`src/rtl/wb_pkg.sv`:
```
// Shared widths, source ids and the writeback entry payload for the regfile writeback arbiter.
package wb_pkg;

    localparam int unsigned XLEN   = 64;
    localparam int unsigned REG_AW = 5;

    localparam logic SRC_ALU = 1'b0;
    localparam logic SRC_MEM = 1'b1;

    typedef struct packed {
        logic [REG_AW-1:0] rd;
        logic [XLEN-1:0]   data;
    } wb_entry_t;

endpackage

```
`src/rtl/wb_fifo.sv`:
```
// Small per-source writeback FIFO; exposes head, empty/full and per-slot valid/rd for hazard queries.
// Entry layout assumes rd occupies the top RD_W bits of each word.
module wb_fifo #(
    parameter int unsigned DEPTH = 2,
    parameter int unsigned W     = 69,
    parameter int unsigned RD_W  = 5
) (
    input  logic                       clock,
    input  logic                       reset_n,
    input  logic                       push,
    input  logic                       pop,
    input  logic [W-1:0]               din,
    output logic [W-1:0]               head,
    output logic                       empty,
    output logic                       full,
    output logic [DEPTH-1:0]           valid_vec,
    output logic [DEPTH-1:0][RD_W-1:0] rd_vec
);

    localparam int unsigned PW = (DEPTH > 1) ? $clog2(DEPTH) : 1;
    localparam int unsigned CW = PW + 1;

    logic [W-1:0]  mem [DEPTH];
    logic [PW-1:0] wr_ptr;
    logic [PW-1:0] rd_ptr;
    logic [CW-1:0] count;
    logic          push_ok;
    logic          pop_ok;

    assign empty   = (count == CW'(0));
    assign full    = (count == CW'(DEPTH));
    assign push_ok = push && !full;
    assign pop_ok  = pop && !empty;
    assign head    = mem[rd_ptr];

    // Storage, pointers and occupancy; pointers wrap naturally since DEPTH is a power of two.
    always_ff @(posedge clock or negedge reset_n) begin
        if (!reset_n) begin
            for (int i = 0; i < DEPTH; i++) mem[i] <= '0;
            wr_ptr <= '0;
            rd_ptr <= '0;
            count  <= '0;
        end else begin
            if (push_ok) begin
                mem[wr_ptr] <= din;
                wr_ptr      <= wr_ptr + PW'(1);
            end
            if (pop_ok) rd_ptr <= rd_ptr + PW'(1);
            if (push_ok && !pop_ok)      count <= count + CW'(1);
            else if (pop_ok && !push_ok) count <= count - CW'(1);
        end
    end

    // A slot is live when its distance from the read pointer is below the occupancy.
    always_comb begin
        valid_vec = '0;
        rd_vec    = '0;
        for (int i = 0; i < DEPTH; i++) begin
            valid_vec[i] = ({1'b0, PW'(i) - rd_ptr} < count);
            rd_vec[i]    = mem[i][W-1 -: RD_W];
        end
    end

endmodule

```
`src/rtl/regfile_wb_arbiter.sv`:
```
// Round-robin sharing of the register file write port between the ALU and load writeback sources.
// Optional macro WB_PENDING_QUERY_EN builds the rs1/rs2 pending comparators; otherwise pend_* are 0.
module regfile_wb_arbiter
    import wb_pkg::*;
#(
    parameter int unsigned DEPTH = 2
) (
    input  logic              clock,
    input  logic              reset_n,
    input  logic              s0_valid,
    output logic              s0_ready,
    input  logic [REG_AW-1:0] s0_rd,
    input  logic [XLEN-1:0]   s0_data,
    input  logic              s1_valid,
    output logic              s1_ready,
    input  logic [REG_AW-1:0] s1_rd,
    input  logic [XLEN-1:0]   s1_data,
    output logic              regWrite,
    output logic [REG_AW-1:0] wr,
    output logic [XLEN-1:0]   wdata,
    input  logic [REG_AW-1:0] rs1,
    input  logic [REG_AW-1:0] rs2,
    output logic              pend_rs1,
    output logic              pend_rs2
);

    localparam int unsigned EW = $bits(wb_entry_t);

    wb_entry_t                   in0, in1, head0, head1, head;
    logic                        empty0, empty1, full0, full1;
    logic                        pop0, pop1;
    logic [DEPTH-1:0]            valid0, valid1;
    logic [DEPTH-1:0][REG_AW-1:0] rdv0, rdv1;
    logic                        gnt_valid;
    logic                        gnt_src;
    logic                        rr_last;

    assign in0 = '{rd: s0_rd, data: s0_data};
    assign in1 = '{rd: s1_rd, data: s1_data};

    assign s0_ready = !full0;
    assign s1_ready = !full1;

    wb_fifo #(.DEPTH(DEPTH), .W(EW), .RD_W(REG_AW)) u_fifo0 (
        .clock(clock), .reset_n(reset_n), .push(s0_valid), .pop(pop0), .din(in0),
        .head(head0), .empty(empty0), .full(full0), .valid_vec(valid0), .rd_vec(rdv0)
    );

    wb_fifo #(.DEPTH(DEPTH), .W(EW), .RD_W(REG_AW)) u_fifo1 (
        .clock(clock), .reset_n(reset_n), .push(s1_valid), .pop(pop1), .din(in1),
        .head(head1), .empty(empty1), .full(full1), .valid_vec(valid1), .rd_vec(rdv1)
    );

    // Grant: lone non-empty source wins; on contention the source that did not win last time.
    always_comb begin
        gnt_valid = 1'b0;
        gnt_src   = SRC_ALU;
        if (!empty0 && !empty1) begin
            gnt_valid = 1'b1;
            gnt_src   = (rr_last == SRC_ALU) ? SRC_MEM : SRC_ALU;
        end else if (!empty0) begin
            gnt_valid = 1'b1;
            gnt_src   = SRC_ALU;
        end else if (!empty1) begin
            gnt_valid = 1'b1;
            gnt_src   = SRC_MEM;
        end
    end

    assign pop0 = gnt_valid && (gnt_src == SRC_ALU);
    assign pop1 = gnt_valid && (gnt_src == SRC_MEM);

    // Write port mux; an x0 entry is consumed without asserting the write enable.
    always_comb begin
        head     = (gnt_src == SRC_MEM) ? head1 : head0;
        regWrite = gnt_valid && (head.rd != '0);
        wr       = regWrite ? head.rd : '0;
        wdata    = regWrite ? head.data : '0;
    end

    // Round-robin history; reset to the load source so the ALU wins the first tie.
    always_ff @(posedge clock or negedge reset_n) begin
        if (!reset_n)       rr_last <= SRC_MEM;
        else if (gnt_valid) rr_last <= gnt_src;
    end

`ifdef WB_PENDING_QUERY_EN
    // Pending query: any live slot in either FIFO targeting a nonzero rs, head included.
    always_comb begin
        pend_rs1 = 1'b0;
        pend_rs2 = 1'b0;
        for (int i = 0; i < DEPTH; i++) begin
            if (valid0[i] && rdv0[i] == rs1) pend_rs1 = 1'b1;
            if (valid1[i] && rdv1[i] == rs1) pend_rs1 = 1'b1;
            if (valid0[i] && rdv0[i] == rs2) pend_rs2 = 1'b1;
            if (valid1[i] && rdv1[i] == rs2) pend_rs2 = 1'b1;
        end
        if (rs1 == '0) pend_rs1 = 1'b0;
        if (rs2 == '0) pend_rs2 = 1'b0;
    end
`else
    logic unused_pend;
    assign unused_pend = ^{valid0, valid1, rdv0, rdv1, rs1, rs2};
    assign pend_rs1    = 1'b0;
    assign pend_rs2    = 1'b0;
`endif

endmodule
```
`config.mk`:
```
export PLATFORM = sky130hd
export DESIGN_NAME = regfile_wb_arbiter
export DESIGN_NICKNAME = d
export VERILOG_FILES = /design/src/rtl/wb_pkg.sv /design/src/rtl/wb_fifo.sv /design/src/rtl/regfile_wb_arbiter.sv
export SDC_FILE = /design/constraint.sdc
export NUM_CORES = 1
export LEC_CHECK = 0
export CORE_MARGIN = 8
export CORE_UTILIZATION = 58
export DETAILED_ROUTE_END_ITERATION = 6
export PLACE_DENSITY = 0.86
export SLEW_MARGIN = 0
export SYNTH_ARGS = -nofsm -noshare
export SYNTH_HDL_FRONTEND = slang
export SYNTH_SLANG_ARGS = --single-unit
```
`constraint.sdc`:
```
create_clock -name clock -period 5 [get_ports clock]
set_input_delay 0.5 -clock clock [delete_from_list [all_inputs] [get_ports clock]]
set_output_delay 0.5 -clock clock [all_outputs]
set_load 0.02 [all_outputs]
```
## Word-level counts from Yosys, hierarchy flattened

Cells that the tools add are included.

| operators by class | value |
|---|---|
| mux-type cells | 25 |
| bitwise gates (word level) | 5 |
| equality and inequality tests | 2 |
| reductions and logical operators | 27 |
| order comparisons | 6 |
| add/sub/neg operators | 8 |

Operators by type and width:

| operator | count |
|---|---|
| $mux W69 | 9 |
| $bwmux W138 | 2 |
| $demux W69 S1 | 2 |
| $mux W64 | 1 |
| $logic_and A1 B1 Y1 | 14 |
| $ge A2 B2 Y1 const B | 4 |
| $logic_not A1 Y1 | 8 |
| $mux W2 | 4 |
| $not A1 Y2 | 4 |
| $mux W1 | 6 |
| $mux W5 | 1 |
| $reduce_bool A5 Y1 | 1 |
| $add A1 B1 Y1 const B | 4 |
| $add A2 B1 Y2 const B | 2 |
| $eq A2 B2 Y1 const B | 2 |
| $logic_not A2 Y1 | 2 |
| $lt A2 B1 Y1 const B | 2 |
| $reduce_bool A2 Y1 | 2 |
| $sub A2 B1 Y2 const B | 2 |
| $not A1 Y1 | 1 |

| storage, ports and cells | value |
|---|---|
| input bits | 152 |
| bits in registers | 285 |
| output and inout port bits | 74 |
| logic and storage cells | 84 |

## Longest topological paths before layout

Gate-level depths: netlist (run 1).

| logic depth | value |
|---|---|
| depth after elaboration | 10 |
| mapped depth | 9 |
| depth with buffers taken out | 7 |

## Cells and area by module

From an unflattened synthesis (run 1), not the netlist that was laid out.

| second synthesis, totals | value |
|---|---|
| cells, all modules | 1,078 |
| area total of the unflattened synthesis | 14,224.9 µm² |

Modules (own cells, without submodules):

| module | cells an instance | seq. area each (µm²) | times used | area each (µm²) |
|---|---|---|---|---|
| wb_fifo | 400 | 3,553.4 | 2 | 6,264.8 |
| regfile_wb_arbiter | 278 | 26.3 | 1 | 1,695.4 |

## Worst setup path before layout (run 1)

No wires, ideal clock.

| timing path | value |
|---|---|
| path kind | register to output |
| from | reg u_fifo0.rd_ptr |
| to | out wdata[24] |
| stages on the path, launching flop included | 7 |
| required time | 4,500 ps |
| slack | 2,693 ps |
| path buffers | 3 |
| arrival time | 1,807 ps |
| path through | dfrtp_1 > clkbuf_2 > nor4b_1 > o22a_1 > buf_2 > buf_2 > o32ai_1 |

| between the ends | value |
|---|---|
| longest elaborated chain between the ends | 8 |

Ends and longest elaborated chain:

| element | RTL line | text |
|---|---|---|
| start: declaration | wb_fifo.sv:25 | `logic [PW-1:0] rd_ptr;` |
| start signal: assignment | wb_fifo.sv:48 | `if (pop_ok) rd_ptr <= rd_ptr + PW'(1);` |
| $not A1 Y2 (not written as such) (*) | wb_fifo.sv:34 | `assign head = mem[rd_ptr];` |
| $mux W69 (not written as such) (*) (3 in a row) | wb_fifo.sv:34 |  |
| $mux W69 (*) | regfile_wb_arbiter.sv:75 | `head = (gnt_src == SRC_MEM) ? head1 : head0;` |
| $reduce_bool A5 Y1 | regfile_wb_arbiter.sv:76 | `regWrite = gnt_valid && (head.rd != '0);` |
| $logic_and A1 B1 Y1 | regfile_wb_arbiter.sv:76 |  |
| $mux W64 (*) | regfile_wb_arbiter.sv:78 | `wdata = regWrite ? head.data : '0;` |
| end: declaration | regfile_wb_arbiter.sv:20 | `output logic [XLEN-1:0] wdata,` |

Every way passes the cells marked *; elsewhere a longest branch is shown, timed or not. The select of a mux whose other input is x is not followed.

## Final worst setup path (run 1)

| timing path | value |
|---|---|
| from | reg u_fifo1.count[1] |
| to | out regWrite |

| between the ends | value |
|---|---|
| longest elaborated chain between the ends | 7 |
| elaborated cells between the ends (all ways) | 11 |
| those cells by class | mux: 6; reduce/logical: 5 |

Ends and longest elaborated chain:

| element | RTL line | text |
|---|---|---|
| start: declaration | wb_fifo.sv:26 | `logic [CW-1:0] count;` |
| start signal: assignment | wb_fifo.sv:49 | `if (push_ok && !pop_ok) count <= count + CW'(1);` |
| start signal: assignment | wb_fifo.sv:50 | `else if (pop_ok && !push_ok) count <= count - CW'(1);` |
| $logic_not A2 Y1 (*) | wb_fifo.sv:30 | `assign empty = (count == CW'(0));` |
| $mux W1 or $logic_not A1 Y1 (tied branches) | regfile_wb_arbiter.sv:64, regfile_wb_arbiter.sv:58 |  |
| $mux W1 or $logic_and A1 B1 Y1 (tied branches) | regfile_wb_arbiter.sv:61, regfile_wb_arbiter.sv:58 |  |
| $mux W1 | regfile_wb_arbiter.sv:58 | `if (!empty0 && !empty1) begin` |
| $mux W69 | regfile_wb_arbiter.sv:75 |  |
| $reduce_bool A5 Y1 | regfile_wb_arbiter.sv:76 |  |
| $logic_and A1 B1 Y1 (*) | regfile_wb_arbiter.sv:76 |  |
| end: declaration | regfile_wb_arbiter.sv:18 | `output logic regWrite,` |

Every way passes the cells marked *; elsewhere a longest branch is shown, timed or not.

==> metrics.txt, run 1 <==
largest net degree at the start of global routing 128; DRC violations left 0; post-synthesis mux area share 0.3310; Slew headroom 0.2060; final hold violations 0; Seq/Total Area, Yosys 0.5224; Post-CTS Resized 0; CTS root buf clkbuf_16; CTS tree built; Hold-fix buffers, CTS 0; Final TNS setup 0 ps; num rows 56; worst path cell trace or2_2 -> buf_4 -> and2_0 -> inv_1 -> o22ai_1 -> clkdlybuf4s50_1; Max VDD drop 0.7327 mV; crit path DAT 3680 ps; total vias in the final route 8,858; syn avg cell area 14.17 µm²; Area growth syn-to-layout 23.52%; Longest Clk Path Bufs 3; Max Slew Vio Count 0; total power 13,870 µW; antenna fix cells 0; Setup Skew 9.420 ps; outcome finished, final reports clean; global router's overall resource usage 0.2327; Mapped Cells 964; first-pass GRT wire length 53.81 mm; Horiz. Die Dim 169.4 µm; worst setup path class reg2out; main combinational cell family by area after synthesis multiplexers; share of the synthesized area in the top cell type 0.5204; yosys warns 0; core box area 23,260 µm²; Hold Crit Class in2async; XOR/XNOR Fraction of Synth Area 0.006414; GR Overflow Total 0; total die area 28,710 µm²; Worst EP required 4500 ps; final period utilization 0.8365; Max FO, Critical Path 40; Worst-path clk slew 60 ps; Die Ht 169.4 µm; leak pwr 0.006904 µW; WL final 33.54 mm; Tmin final 4182 ps; Slew @ Worst Pin 1191 ps; #FFs+latches synth 285; Slowest cell on crit path or2_2; Synth area leaders dfrtp_1 52%, mux2_2 27%, mux2i_1 5.1%; adder-cell share of the synthesized area 0.001833; CTS Sinks 285; wire per inst 22.72 µm; max_cap viols 0; Initial Util 0.5870; Antenna Nets Post-Route 0; Synth area leader dfrtp_1; vias per inst 6.001; DP Wirelength 20.40 mm; Max Fclk 0.2391 GHz; H-tree depth 1; fin nets 1,289; Worst setup EP type primary output; share of cells above drive strength 1 0.3751; worst stage delay on the critical path 690 ps; Post-Syn Area 13,660 µm²; Simple-Gate Fraction of Synth Area 0.03784; TritonRoute pass-1 iters 4; RSZ-0062 raised after global routing no; IO buf count 213; fillcell total 1,585; startpoint types flop; Post-CTS Setup Repair Bufs 0; worst skew pair latency 540 ps; post-synthesis cell type count 39; initial DRC count 546; Final setup violation count 0; Final GP Congestion 0.7610; CTS buffer count 30; Compound-Gate Fraction of Synth Area 0.06670; vias in the first global route 9,906; initial antenna violation count 0; Ports 226; PwrDens 822.3 nW/µm²
## registers in the layout, summed over array words and instances, names as in the netlist
| signal | count |
|---|---|
| rr_last | 1 |
| u_fifo1.mem | 128 |
| u_fifo0.rd_vec | 10 |
| u_fifo0.wr_ptr | 1 |
| u_fifo1.wr_ptr | 1 |
| u_fifo0.mem | 128 |
| u_fifo0.rd_ptr | 1 |
| u_fifo0.count | 2 |
| u_fifo1.count | 2 |
| u_fifo1.rd_ptr | 1 |
| u_fifo1.rd_vec | 10 |
## per-stage QoR
step | cell area [µm²] | utilization | instances | hold WS (ps) | worst slack, ps
floorplan | 13660 | - | 965 | 204.4 | 2693
global placement | 15900 | 0.6836 | 1422 | 465.4 | 1405
detailed placement | 15900 | 0.6836 | 1422 | 473.3 | 1380
CTS | 16870 | 0.7251 | 1476 | 68.52 | 790.2
global route | 16870 | 0.7251 | 1476 | 91.90 | 648.7
finish | 16870 | 0.7251 | 1476 | 22.16 | 817.6
## cells by family after synthesis
group,Yosys count
adders and majority gates,2
AOI/OAI and AO/OA,80
and+or+nand+nor,90
muxes,409
xor gates and xnor gates,10
buffers and inverters,87
DFF,285
other,1
## critical path: cells and delay by family, from the launching register on
family / cells / cell delay [ps]
AOI/OAI and AO/OA: 1 / 190
DFF: 1 / 450
buffers and inverters: 3 / 1410
and+or+nand+nor: 2 / 1060
## placed cells by master (no fill, tap or decap), types with 3 or more instances in the layout
master,count
o32ai_2,30
buf_4,10
clkbuf_1,10
xnor2_1,4
mux2i_1,69
nor2b_1,5
a211oi_1,5
mux2_1,7
o32ai_1,34
a221oi_1,5
clkbuf_16,31
clkdlybuf4s50_1,212
nand3_1,64
dfrtp_1,282
xor2_1,6
clkbuf_8,10
clkinv_2,3
mux2_2,333
## cells in the mapped netlist, drive strengths merged
cell type	count
and2	3
o22a	2
and3b	2
nor2	2
nor2b	5
a21o	1
dfstp	1
dfrtp	284
nor3b	2
clkbuf	17
a221oi	5
o32ai	64
mux2i	69
nand2b	2
nor4b	2
o22ai	1
conb	1
nor3	2
mux2	340
or2	1
buf	69
a211oi	5
xor2	6
ha	2
xnor2	4
o21ai	1
o21a	1
inv	1
nand3	66
nor4	3
## where the power goes
group / leakage, µW / switching [µW] / internal [µW]
Combinational: 0.00307 / 3630 / 3850
Clock: 0.000477 / 859 / 1280
Sequential: 0.00335 / 738 / 3520
Total: 0.00690 / 5220 / 8650
## final timing paths
path | end | slack (ps) | from | cells after the start
max in group asynchronous | u_fifo0.mem[102]$_DFFE_PN0P_ | 3780 | reset_n | 2
min | u_fifo0.mem[79]$_DFFE_PN0P_ | 20 | reset_n | 1
max reg2reg | u_fifo1.count[1]$_DFFE_PN0P_ | 1990 | u_fifo1.count[1]$_DFFE_PN0P_ | 8
min in group clock | u_fifo1.mem[127]$_DFFE_PN0P_ | 480 | u_fifo1.mem[127]$_DFFE_PN0P_ | 1
max | regWrite | 820 | u_fifo1.count[1]$_DFFE_PN0P_ | 6
min reg2reg | u_fifo1.mem[127]$_DFFE_PN0P_ | 480 | u_fifo1.mem[127]$_DFFE_PN0P_ | 1
## layout make-up
type	count	area, µm²	share of cell area
multi-input cells	593	6126	0.3632
inverters	1	3.754	0.0002225
clock buffers	51	950.9	0.05638
repair buffers	224	2232	0.1323
clock inverters	3	15.01	0.0008901
flip-flops and latches	285	7141	0.4233
well taps	319	399.1	0.02366
## layer usage
metal,share of wire,vias to the layer above,GRT usage
met1,0.42,4619,0.2909
met2,0.50,242,0.4078
met4,0.020,0,0.06310
met3,0.055,47,0.04443
met5,0,-,0
li1,-,3950,-
(Power assumes the default switching activity.)
==> run 2, diff against run 1 <==
--- a/config.mk
+++ b/config.mk
@@ -6,9 +6,9 @@
 export NUM_CORES = 1
 export LEC_CHECK = 0
 export CORE_MARGIN = 8
-export CORE_UTILIZATION = 58
+export CORE_UTILIZATION = 54
 export DETAILED_ROUTE_END_ITERATION = 6
-export PLACE_DENSITY = 0.86
+export PLACE_DENSITY = 0.81
 export SLEW_MARGIN = 0
 export SYNTH_ARGS = -nofsm -noshare
 export SYNTH_HDL_FRONTEND = slang
==> constraint.sdc (replaced) <==
create_clock -name clock -period 3.9 [get_ports clock]
set_input_delay 0.39 -clock clock [delete_from_list [all_inputs] [get_ports clock]]
set_output_delay 0.39 -clock clock [all_outputs]
set_load 0.02 [all_outputs]
==> metrics.txt, run 2 (synthesis results as in run 1) <==
fillcell total 1,795 (+13%); global router's overall resource usage 0.2178 (-0.01485); Buf/Inv on CP 2 (-1); dpl ws 735.3 ps (-645.2 ps); CTS buffer count 31 (+3.3%); multi-input logic area 6126 µm² (unchanged); Max FO, Critical Path 40 (unchanged); Slew headroom 0.4094 (+0.2034); Ports 226 (unchanged); worst setup path class reg2out; outcome finished, final reports clean; worst path cell trace nor4b_1 -> o22a_4 -> buf_4 -> o32ai_2 -> clkdlybuf4s50_1; Worst-path clk slew 60 ps (about the same); crit path DAT 3310 ps (-370 ps); IO buf count 213 (unchanged); largest net degree at the start of global routing 104 (-19%); Max Slew Vio Count 0 (unchanged); number of cells on the critical path 5 (-1); worst stage delay on the critical path 820 ps (+130 ps); Post-CTS Setup Repair Bufs 0 (unchanged); CTS tree built; final hold violations 0 (unchanged); initial antenna violation count 4 (+4); max_cap viols 0 (unchanged); CTS Sinks 285 (unchanged); total die area 30,630 µm² (+6.7%); RSZ-0062 raised after global routing no; Final setup violation count 0 (unchanged); Hold Crit Class in2async; Tmin final 3698 ps; leak pwr 0.006990 µW (+1.3%); Area growth syn-to-layout 24.94%; worst skew pair latency 550 ps (about the same); Final TNS setup 0 ps (unchanged); fin nets 1,301 (+0.93%); share of cells above drive strength 1 0.3829 (+0.007798); DRC violations left 0 (unchanged); most common cell after layout, fill and taps aside mux2_2; initial DRC count 461 (-16%); Reg area 7141 µm² (unchanged); Worst EP required 3510 ps (-990 ps); Max Fclk 0.2704 GHz; Final GP Congestion 0.7484 (-1.7%); first-pass GRT wire length 54.08 mm (+0.50%); worst r2r path cells 7 (-1); total vias in the final route 8,916 (+0.65%); Setup Skew 16.54 ps (+7.121 ps); Initial Util 0.5454 (-0.04160); vias per inst 5.928 (-1.2%); Slew @ Worst Pin 885.9 ps (-305.1 ps); Die Ht 175.0 µm (+3.3%); vias in the first global route 9,969 (+0.64%); most frequent cells in the layout 333 x mux2_2, 282 x dfrtp_1, 212 x clkdlybuf4s50_1, 69 x mux2i_1, 64 x nand3_1; Max VDD drop 1.069 mV (+46%); TritonRoute pass-1 iters 4 (unchanged); num rows 58 (+3.6%); core box area 25,040 µm² (+7.6%); GR Overflow Total 0 (unchanged); Antenna Nets Post-Route 0 (unchanged); PwrDens 1054 nW/µm² (+28%); final period utilization 0.9482; startpoint types flop; critical path's top delay family buffers and inverters; Post-CTS Resized 0 (unchanged); Longest Clk Path Bufs 3 (unchanged); Worst setup EP type primary output; Slowest cell on crit path dfrtp_4; wire per inst 22.41 µm (-1.4%); CTS root buf clkbuf_16; fin worst setup slack 202.0 ps (-615.6 ps); H-tree depth 1 (unchanged); WL final 33.71 mm (+0.51%); Horiz. Die Dim 175.0 µm (+3.3%); top flop regs u_fifo0.mem x128, u_fifo1.mem x128; DP Wirelength 21.56 mm (+5.7%)
[run 2: worst paths after layout]
path,startpoint,to,slack (ps)
setup / recovery,u_fifo1.rd_ptr$_DFFE_PN0P_,wdata[46],200
min in group clock,s0_data[27],u_fifo0.mem[96]$_DFFE_PN0P_,480
max in group asynchronous,reset_n,u_fifo0.mem[109]$_DFFE_PN0P_,2220
hold reg to reg,u_fifo1.mem[127]$_DFFE_PN0P_,u_fifo1.mem[127]$_DFFE_PN0P_,480
hold / removal,reset_n,u_fifo0.mem[11]$_DFFE_PN0P_,470
setup reg to reg,u_fifo0.count[1]$_DFFE_PN0P_,u_fifo0.count[1]$_DFFE_PN0P_,1290
[run 2: repair_timing]
action,in CTS,in global routing
hold buffers,1,0
setup endpoints to repair,0,0
hold endpoints to repair,100,0
[run 2: area by class of cell]
type	instances	area share
antenna	4	0.0005867
clock buffer	49	0.05529
clock inverter	7	0.004107
inverter	1	0.0002200
multi-input combinational	593	0.3590
sequential	285	0.4185
tap	330	0.02420
timing repair buffer	235	0.1380
[run 2: where the power goes]
group          internal [µW]  switching, µW  leakage (µW)  total, µW
logic                   5010           4650       0.00314       9660
clock network           1710           1150      0.000498       2860
registers               4510            940       0.00335       5450
total                  11200           6740       0.00699      18000
[run 2: stage by stage]
step / hold WS, ps / util / total power, µW / cell area, µm² / cells
after floorplan: 94.41 / - / 11730 / 13660 / 965
after global routing: 471.0 / 0.6815 / 18980 / 17060 / 1504
final: 472.9 / 0.6815 / 17980 / 17060 / 1504
after global placement: 466.4 / 0.6402 / 14950 / 16030 / 1443
after detailed placement: 476.1 / 0.6402 / 15180 / 16030 / 1443
after CTS: 457.0 / 0.6811 / 18120 / 17050 / 1500
[run 2: per-layer routing]
metal | wire length, µm | global-route usage
met3 | 1697 | 0.03691
met5 | 0 | 0
met2 | 16890 | 0.3748
met4 | 609 | 0.06605
met1 | 14510 | 0.2773
